[src/rtl/sram_1rw_arbiter_if.sv]
// sram_1rw_arbiter_if: request/response bundle for the two requesters of sram_1rw_arbiter.
interface sram_1rw_arbiter_if #(
   parameter int AW = 10,
   parameter int DW = 32
);
   logic [1:0]         req_valid, req_ready, req_we, rsp_valid, rsp_ready;
   logic [1:0][3:0]    req_wmask;
   logic [1:0][AW-1:0] req_addr;
   logic [1:0][DW-1:0] req_wdata, rsp_rdata;
   modport master (
      output req_valid, req_we, req_wmask, req_addr, req_wdata, rsp_ready,
      input  req_ready, rsp_valid, rsp_rdata
   );
   modport slave (
      input  req_valid, req_we, req_wmask, req_addr, req_wdata, rsp_ready,
      output req_ready, rsp_valid, rsp_rdata
   );
endinterface

[src/rtl/sram_1rw_arbiter.sv]
// sram_1rw_arbiter: round-robin two-requester controller for a 1RW OpenRAM macro,
// with optional post-reset zero fill and a one-entry read response slot per requester.
module sram_1rw_arbiter #(
   parameter int AW        = 10,
   parameter int DW        = 32,
   parameter bit INIT_ZERO = 1'b1
) (
   input  logic              clk0,
   input  logic              rst0_n,
   sram_1rw_arbiter_if.slave bus,
   output logic              init_done,
   output logic              csb0,
   output logic              web0,
   output logic [3:0]        wmask0,
   output logic              spare_wen0,
   output logic [AW:0]       addr0,
   output logic [DW:0]       din0,
   input  logic [DW:0]       dout0
);
   typedef enum logic {INIT, RUN} state_e;
   typedef enum logic [1:0] {EMPTY, PENDING, FULL} slot_e;
   state_e        state_q, state_d;
   logic [AW-1:0] cnt_q, cnt_d;
   logic          init_done_q, last_q, last_d, run, win, gnt;
   logic [1:0]    elig;
   logic          unused_dout_msb;
   assign unused_dout_msb = dout0[DW];
   assign spare_wen0 = 1'b0;
   assign init_done = init_done_q;
   always_comb begin
      run = init_done_q && rst0_n;
      win = &elig ? ~last_q : elig[1];
      gnt = run && |elig;
      last_d = gnt ? win : last_q;
      cnt_d = state_q == INIT ? cnt_q + 1'b1 : cnt_q;
      state_d = state_q == INIT && &cnt_q ? RUN : state_q;
      csb0 = 1'b1;
      web0 = 1'b1;
      wmask0 = 4'h0;
      addr0 = '0;
      din0 = '0;
      if (rst0_n && state_q == INIT) begin
         csb0 = 1'b0;
         web0 = 1'b0;
         wmask0 = 4'hF;
         addr0 = {1'b0, cnt_q};
      end else if (gnt) begin
         csb0 = 1'b0;
         web0 = !bus.req_we[win];
         wmask0 = bus.req_we[win] ? bus.req_wmask[win] : 4'h0;
         addr0 = {1'b0, bus.req_addr[win]};
         din0 = bus.req_we[win] ? {1'b0, bus.req_wdata[win]} : '0;
      end
   end
   always_ff @(posedge clk0) begin
      if (!rst0_n) begin
         state_q <= INIT_ZERO ? INIT : RUN;
         cnt_q <= '0;
         init_done_q <= 1'b0;
         last_q <= 1'b1;
      end else begin
         state_q <= state_d;
         cnt_q <= cnt_d;
         init_done_q <= state_d == RUN;
         last_q <= last_d;
      end
   end
   for (genvar g = 0; g < 2; g++) begin : g_slot
      slot_e         slot_q, slot_d;
      logic [DW-1:0] rdata_q;
      logic          iss;
      // a full slot may be refilled in the same cycle its consumer drains it
      assign elig[g] = bus.req_valid[g] && (bus.req_we[g] || slot_q == EMPTY ||
                       (slot_q == FULL && bus.rsp_ready[g]));
      assign bus.req_ready[g] = gnt && win == 1'(g);
      assign iss = bus.req_ready[g] && !bus.req_we[g];
      assign bus.rsp_valid[g] = slot_q == FULL;
      assign bus.rsp_rdata[g] = rdata_q;
      always_comb begin
         slot_d = slot_q == PENDING ? FULL :
                  (slot_q == EMPTY || bus.rsp_ready[g]) ? (iss ? PENDING : EMPTY) : FULL;
      end
      always_ff @(posedge clk0) begin
         if (!rst0_n) begin
            slot_q <= EMPTY;
            rdata_q <= '0;
         end else begin
            slot_q <= slot_d;
            if (slot_q == PENDING) rdata_q <= dout0[DW-1:0];
         end
      end
   end
endmodule

[src/flat_wrapper.sv]
// flat-port wrapper written by rule: the top's interface ports become plain ports
module sram_1rw_arbiter_flat 
#(
   parameter int AW        = 10,
   parameter int DW        = 32,
   parameter bit INIT_ZERO = 1'b1
)
  (clk0, rst0_n, init_done, csb0, web0, wmask0, spare_wen0, addr0, din0, dout0, bus_req_valid, bus_req_we, bus_req_wmask, bus_req_addr, bus_req_wdata, bus_rsp_ready, bus_req_ready, bus_rsp_valid, bus_rsp_rdata);
  sram_1rw_arbiter_if #(.AW(AW), .DW(DW)) bus_i ();
  input  logic clk0;
  input  logic rst0_n;
  output logic init_done;
  output logic csb0;
  output logic web0;
  output logic [3:0] wmask0;
  output logic spare_wen0;
  output logic [AW:0] addr0;
  output logic [DW:0] din0;
  input  logic [DW:0] dout0;
  input wire logic [$bits(bus_i.req_valid)-1:0] bus_req_valid;
  input wire logic [$bits(bus_i.req_we)-1:0] bus_req_we;
  input wire logic [$bits(bus_i.req_wmask)-1:0] bus_req_wmask;
  input wire logic [$bits(bus_i.req_addr)-1:0] bus_req_addr;
  input wire logic [$bits(bus_i.req_wdata)-1:0] bus_req_wdata;
  input wire logic [$bits(bus_i.rsp_ready)-1:0] bus_rsp_ready;
  output wire logic [$bits(bus_i.req_ready)-1:0] bus_req_ready;
  output wire logic [$bits(bus_i.rsp_valid)-1:0] bus_rsp_valid;
  output wire logic [$bits(bus_i.rsp_rdata)-1:0] bus_rsp_rdata;
  assign bus_i.req_valid = bus_req_valid;
  assign bus_i.req_we = bus_req_we;
  assign bus_i.req_wmask = bus_req_wmask;
  assign bus_i.req_addr = bus_req_addr;
  assign bus_i.req_wdata = bus_req_wdata;
  assign bus_i.rsp_ready = bus_rsp_ready;
  assign bus_req_ready = bus_i.req_ready;
  assign bus_rsp_valid = bus_i.rsp_valid;
  assign bus_rsp_rdata = bus_i.rsp_rdata;
  sram_1rw_arbiter #(.AW(AW), .DW(DW), .INIT_ZERO(INIT_ZERO)) u_core (.clk0(clk0), .rst0_n(rst0_n), .bus(bus_i), .init_done(init_done), .csb0(csb0), .web0(web0), .wmask0(wmask0), .spare_wen0(spare_wen0), .addr0(addr0), .din0(din0), .dout0(dout0));
endmodule
[config.mk]
export PLATFORM = sky130hd
export DESIGN_NAME = sram_1rw_arbiter_flat
export DESIGN_NICKNAME = d
export VERILOG_FILES = /design/src/rtl/sram_1rw_arbiter_if.sv /design/src/rtl/sram_1rw_arbiter.sv /design/src/flat_wrapper.sv
export SDC_FILE = /design/constraint.sdc
export NUM_CORES = 1
export LEC_CHECK = 0
export ABC_AREA = 1
export CELL_PAD_IN_SITES_DETAIL_PLACEMENT = 1
export CELL_PAD_IN_SITES_GLOBAL_PLACEMENT = 1
export CORE_ASPECT_RATIO = 0.5
export CORE_MARGIN = 2
export CORE_UTILIZATION = 26
export CTS_CLUSTER_DIAMETER = 50
export DETAILED_ROUTE_END_ITERATION = 6
export PLACE_DENSITY_LB_ADDON = 0.3
export REMOVE_ABC_BUFFERS = 1
export SLEW_MARGIN = 20
export SYNTH_ARGS = -nofsm -noshare
export SYNTH_HDL_FRONTEND = slang
export SYNTH_SLANG_ARGS = --single-unit
[constraint.sdc]
create_clock -name clk0 -period 2.87 [get_ports clk0]
set_clock_uncertainty 0.05 [all_clocks]
set_input_delay 0.574 -clock clk0 [delete_from_list [all_inputs] [get_ports clk0]]
set_output_delay 0.574 -clock clk0 [all_outputs]
set_load 0.05 [all_outputs]
==> impl_results.md <==
* Result of the run: finished clean
* Arrival time at the worst endpoint at 2.19 ns
* Met1 Use GR at between 20% and 30%
* DP Cell Count at ~1100
* Busiest layer in global routing: met2
* Max-cap violations at 0
* Number of detailed-route iterations in the first pass at 4
* Commonest cells after routing, fill and taps aside: sky130_fd_sc_hd__clkdlybuf4s50_1 (192), sky130_fd_sc_hd__nor2_1 (141), sky130_fd_sc_hd__nand2_1 (111)
* Post-Synth Simple-Gate Area at between 30% and 40%
* Diode count at 0
* Boundary Pins at approximately 250
* IO buf count at 248
* H-tree levels at 3
* Combinational family with the most area after synthesis: simple AND/OR/NAND/NOR gates
* Worst Path Max Fanout at 28
* Clk pwr share at between 40% and 50%
* Hold Path Class: input pin to flip-flop
* Iter 0 DRT Violations at ~140
* Most area-hungry cell type in the Yosys netlist: sky130_fd_sc_hd__dfxtp_1
* Required arrival time at the worst endpoint at 2.25 ns
* Remaining max-slew budget at the tightest pin at between 50% and 60%
* Vias in the first global route at roughly 5100
* Number of buffers created by CTS at 9
* FMAX at between 300 and 400 MHz
* Maximum number of pins on one net before global-route repair at a little over 70
* Total routed wirelength at approximately 18 mm
* Critical Path Source Type: input pin
* Synth Cell Area at about 4000 sq um
* Final Hold Viols at 0
* Final Non-Filler Cells at about 1100
* Static leakage at between 3 and 4 nW
* Yosys warning count at 0
* Wirelength per Cell at 16.7 um
* Multiplexer share of the synthesized area at 0%
* Mapped Avg Cell Area at roughly 6.5 sq um
* Sequential fraction of design power at between 40 and 50%
* Gate count of the mapped netlist at roughly 600
* Area fraction of the dominant cell type after synthesis at about two fifths
* CORE AREA at ~15000 sq um
* Clk_lat worst skew at roughly 0.34 ns
* Adder-Cell Fraction of Synth Area at 0.313%
* Final std cell area, no fill at 7900 sq um
* Master cell of the clock root buffer: sky130_fd_sc_hd__clkbuf_16
* Detailed-route DRC error count at 0
* Layout overhead on the synthesized area at 97.7%
* Switching Power at roughly 0.00067 W
* Final RePlAce weighted congestion at 0.813
* Initial core utilization at between 20% and 30%
* Met2 capacity usage during global routing at between 30% and 40%
* Final setup violation count at 0
* Global-route wire length before repair at about 28 mm
* Standard-cell rows at 31
* Crit end category: output pin
* Global-route track usage on met3 at just over 8%
* DIE HEIGHT at around 92 um
* Cell Int Power at slightly above 0.002 W
* Leading cell type in the layout, fill and taps excluded: sky130_fd_sc_hd__clkdlybuf4s50_1
* Fraction of final layout cells with drive strength greater than 1 at 17.2%
* Maximum count of clock buffers along a single path at 2
* Cts hold-fix bufs at 0
* Post-layout min period at around 2.8 ns
* Flip-flop and latch count after synthesis at 80
* Fill cell instance count of the final layout at about 1800
* Overall power after layout at between 0.002 and 0.003 W
* Clock tree from TritonCTS: built
* Complex-gate fraction of the synthesized area at 15.1%
* Area enclosed by the die boundary at between 15000 and 20000 sq um
* DRT antenna net count at 0
* Area post-placement at roughly 7300 sq um
* Switching part of the total at 24.7%
* Detailed-route via count at about 4900
* Period Utilization, post-route at ~98%
* Synth cell types at 27
* Clock transition at the registers of the reported paths at around 0.06 ns
* Part of the power in combinational logic at between 15 and 20%
* Average via count per standard cell at 4.55
* Global routing usage summed across all routing layers at approximately 22%
* X dimension of the die at around 180 um
* Antenna violations before repair at 2
* Power density relative to cell area at roughly 340 nW/um^2
* Sequential share of the synthesized area at 40.1%
* Area contributors post-synth: sky130_fd_sc_hd__dfxtp_1 (40%), sky130_fd_sc_hd__nor2_1 (13%), sky130_fd_sc_hd__o21ai_0 (11%)
* Peak ir drop on the vdd network at roughly 0.00030 V
* Net count, final at 1012
* Xor and xnor fraction of the mapped netlist area at less than 1%
* Pin slew with the least headroom to its limit at a little under 0.7 ns
* Sum of overflow across all layers after global routing at 0
* Clock sink count at 80
* Dpl hpwl at between 10 and 15 mm
* Final number of max-transition violations at 0
* Critical setup path kind: input pin to output pin
worst max-delay path: stages:
cell and delay (ns):
sky130_fd_sc_hd__dlygate4sd2_1 0.23, sky130_fd_sc_hd__inv_1 0.05, sky130_fd_sc_hd__nand2_1 0.06, sky130_fd_sc_hd__nand2_1 0.08, sky130_fd_sc_hd__nand2_2 0.08, sky130_fd_sc_hd__nand3_4 0.13, sky130_fd_sc_hd__nand2_8 0.08, sky130_fd_sc_hd__buf_12 0.14
sky130_fd_sc_hd__buf_16 0.15, sky130_fd_sc_hd__o21ai_0 0.36, sky130_fd_sc_hd__nor2_4 0.08, sky130_fd_sc_hd__buf_12 0.16
synthesized netlist by cell type, drive strengths merged:
library cell and instances:
nor4 1, a21oi 10, nand2 118, nand3 29, nor2 173, o211ai 1, a21boi 1, o21ba 1
buf 12, nor3 2, ha 1, clkbuf 26, xor2 1, o21ai 101, dfxtp 80, inv 59
conb 1
timing repair:
action | CTS | global route
pin swaps | 5 | 5
cloned | 1 | 1
endpoints found under the setup margin | 36 | 36
resized for setup | 34 | 13
buffers inserted | 7 | 3
metal layers:
metal / wire (um) / vias up / part of all wire (%)
li1: - / 2438 / -
met1: 7130 / 2303 / 40
met2: 8880 / 143 / 49
met3: 1520 / 33 / 8.4
met4: 463 / 4 / 2.6
met5: 22 / - / 0.12
power groups by stage:
| stage | clock network [W] | registers (W) | logic [W] |
|---|---|---|---|
| 2_1_floorplan | 0 | 0.00114 | 0.000130 |
| 3_3_place_gp | 0 | 0.00114 | 0.000389 |
| 3_5_place_dp | 0 | 0.00114 | 0.000399 |
| 4_1_cts | 0.00119 | 0.00112 | 0.000412 |
| 5_1_grt | 0.00123 | 0.00112 | 0.000468 |
| 6_report | 0.00115 | 0.00112 | 0.000432 |
cell type report:
class | count | area [sq um] | area share (%)
clock buffer | 10 | 229 | 2.90
timing repair buffer | 286 | 3390 | 42.9
inverter | 59 | 221 | 2.80
multi-input combinational | 442 | 2140 | 27.1
sequential | 80 | 1600 | 20.3
tap | 198 | 248 | 3.14
clock inverter | 6 | 68.8 | 0.871
worst paths after layout:
check,startpoint,to,slack [ns],cells after the start
worst max-delay path,bus_rsp_ready[0],din0[13],0.05,12
worst min-delay path,bus_req_we[0],u_core.g_slot[0].slot_q[0]$_SDFF_PP0_,0.42,2
worst max register to register,u_core.g_slot[1].slot_q[0]$_SDFF_PP0_,u_core.g_slot[1].rdata_q[5]$_SDFFE_PN0P_,1.32,7
worst min register to register,u_core.cnt_q[9]$_SDFFE_PN0N_,u_core.cnt_q[9]$_SDFFE_PN0N_,0.44,2
flip-flops by register name, indices dropped and copies added (netlist names):
register               cells
u_core.cnt_q              10
u_core.g_slot.rdata_q     64
u_core.state_q             1
u_core.g_slot.slot_q       4
u_core.last_q              1
per-stage QoR:
stage | setup TNS [ns] | setup slack [ns] | utilization, % | hold WS, ns
floorplan | -8.84 | -0.487 | - | 0.402
global placement | -0.787 | -0.0441 | 49.3 | 0.429
detailed placement | -2.33 | -0.0967 | 49.3 | 0.433
CTS | 0 | 0.00486 | 52.7 | 0.440
global route | -0.0699 | -0.0300 | 53.6 | 0.433
finish | 0 | 0.0539 | 53.6 | 0.418
cells by family (layout without fill, tap and decap cells):
family,count (synthesis),in the layout
DFF,80,80
xor gates and xnor gates,1,1
AOI/OAI and AO/OA,114,114
buffers and inverters,97,361
adders and majority gates,1,1
other,1,3
and+or+nand+nor,323,323
(Power assumes the default switching activity.)
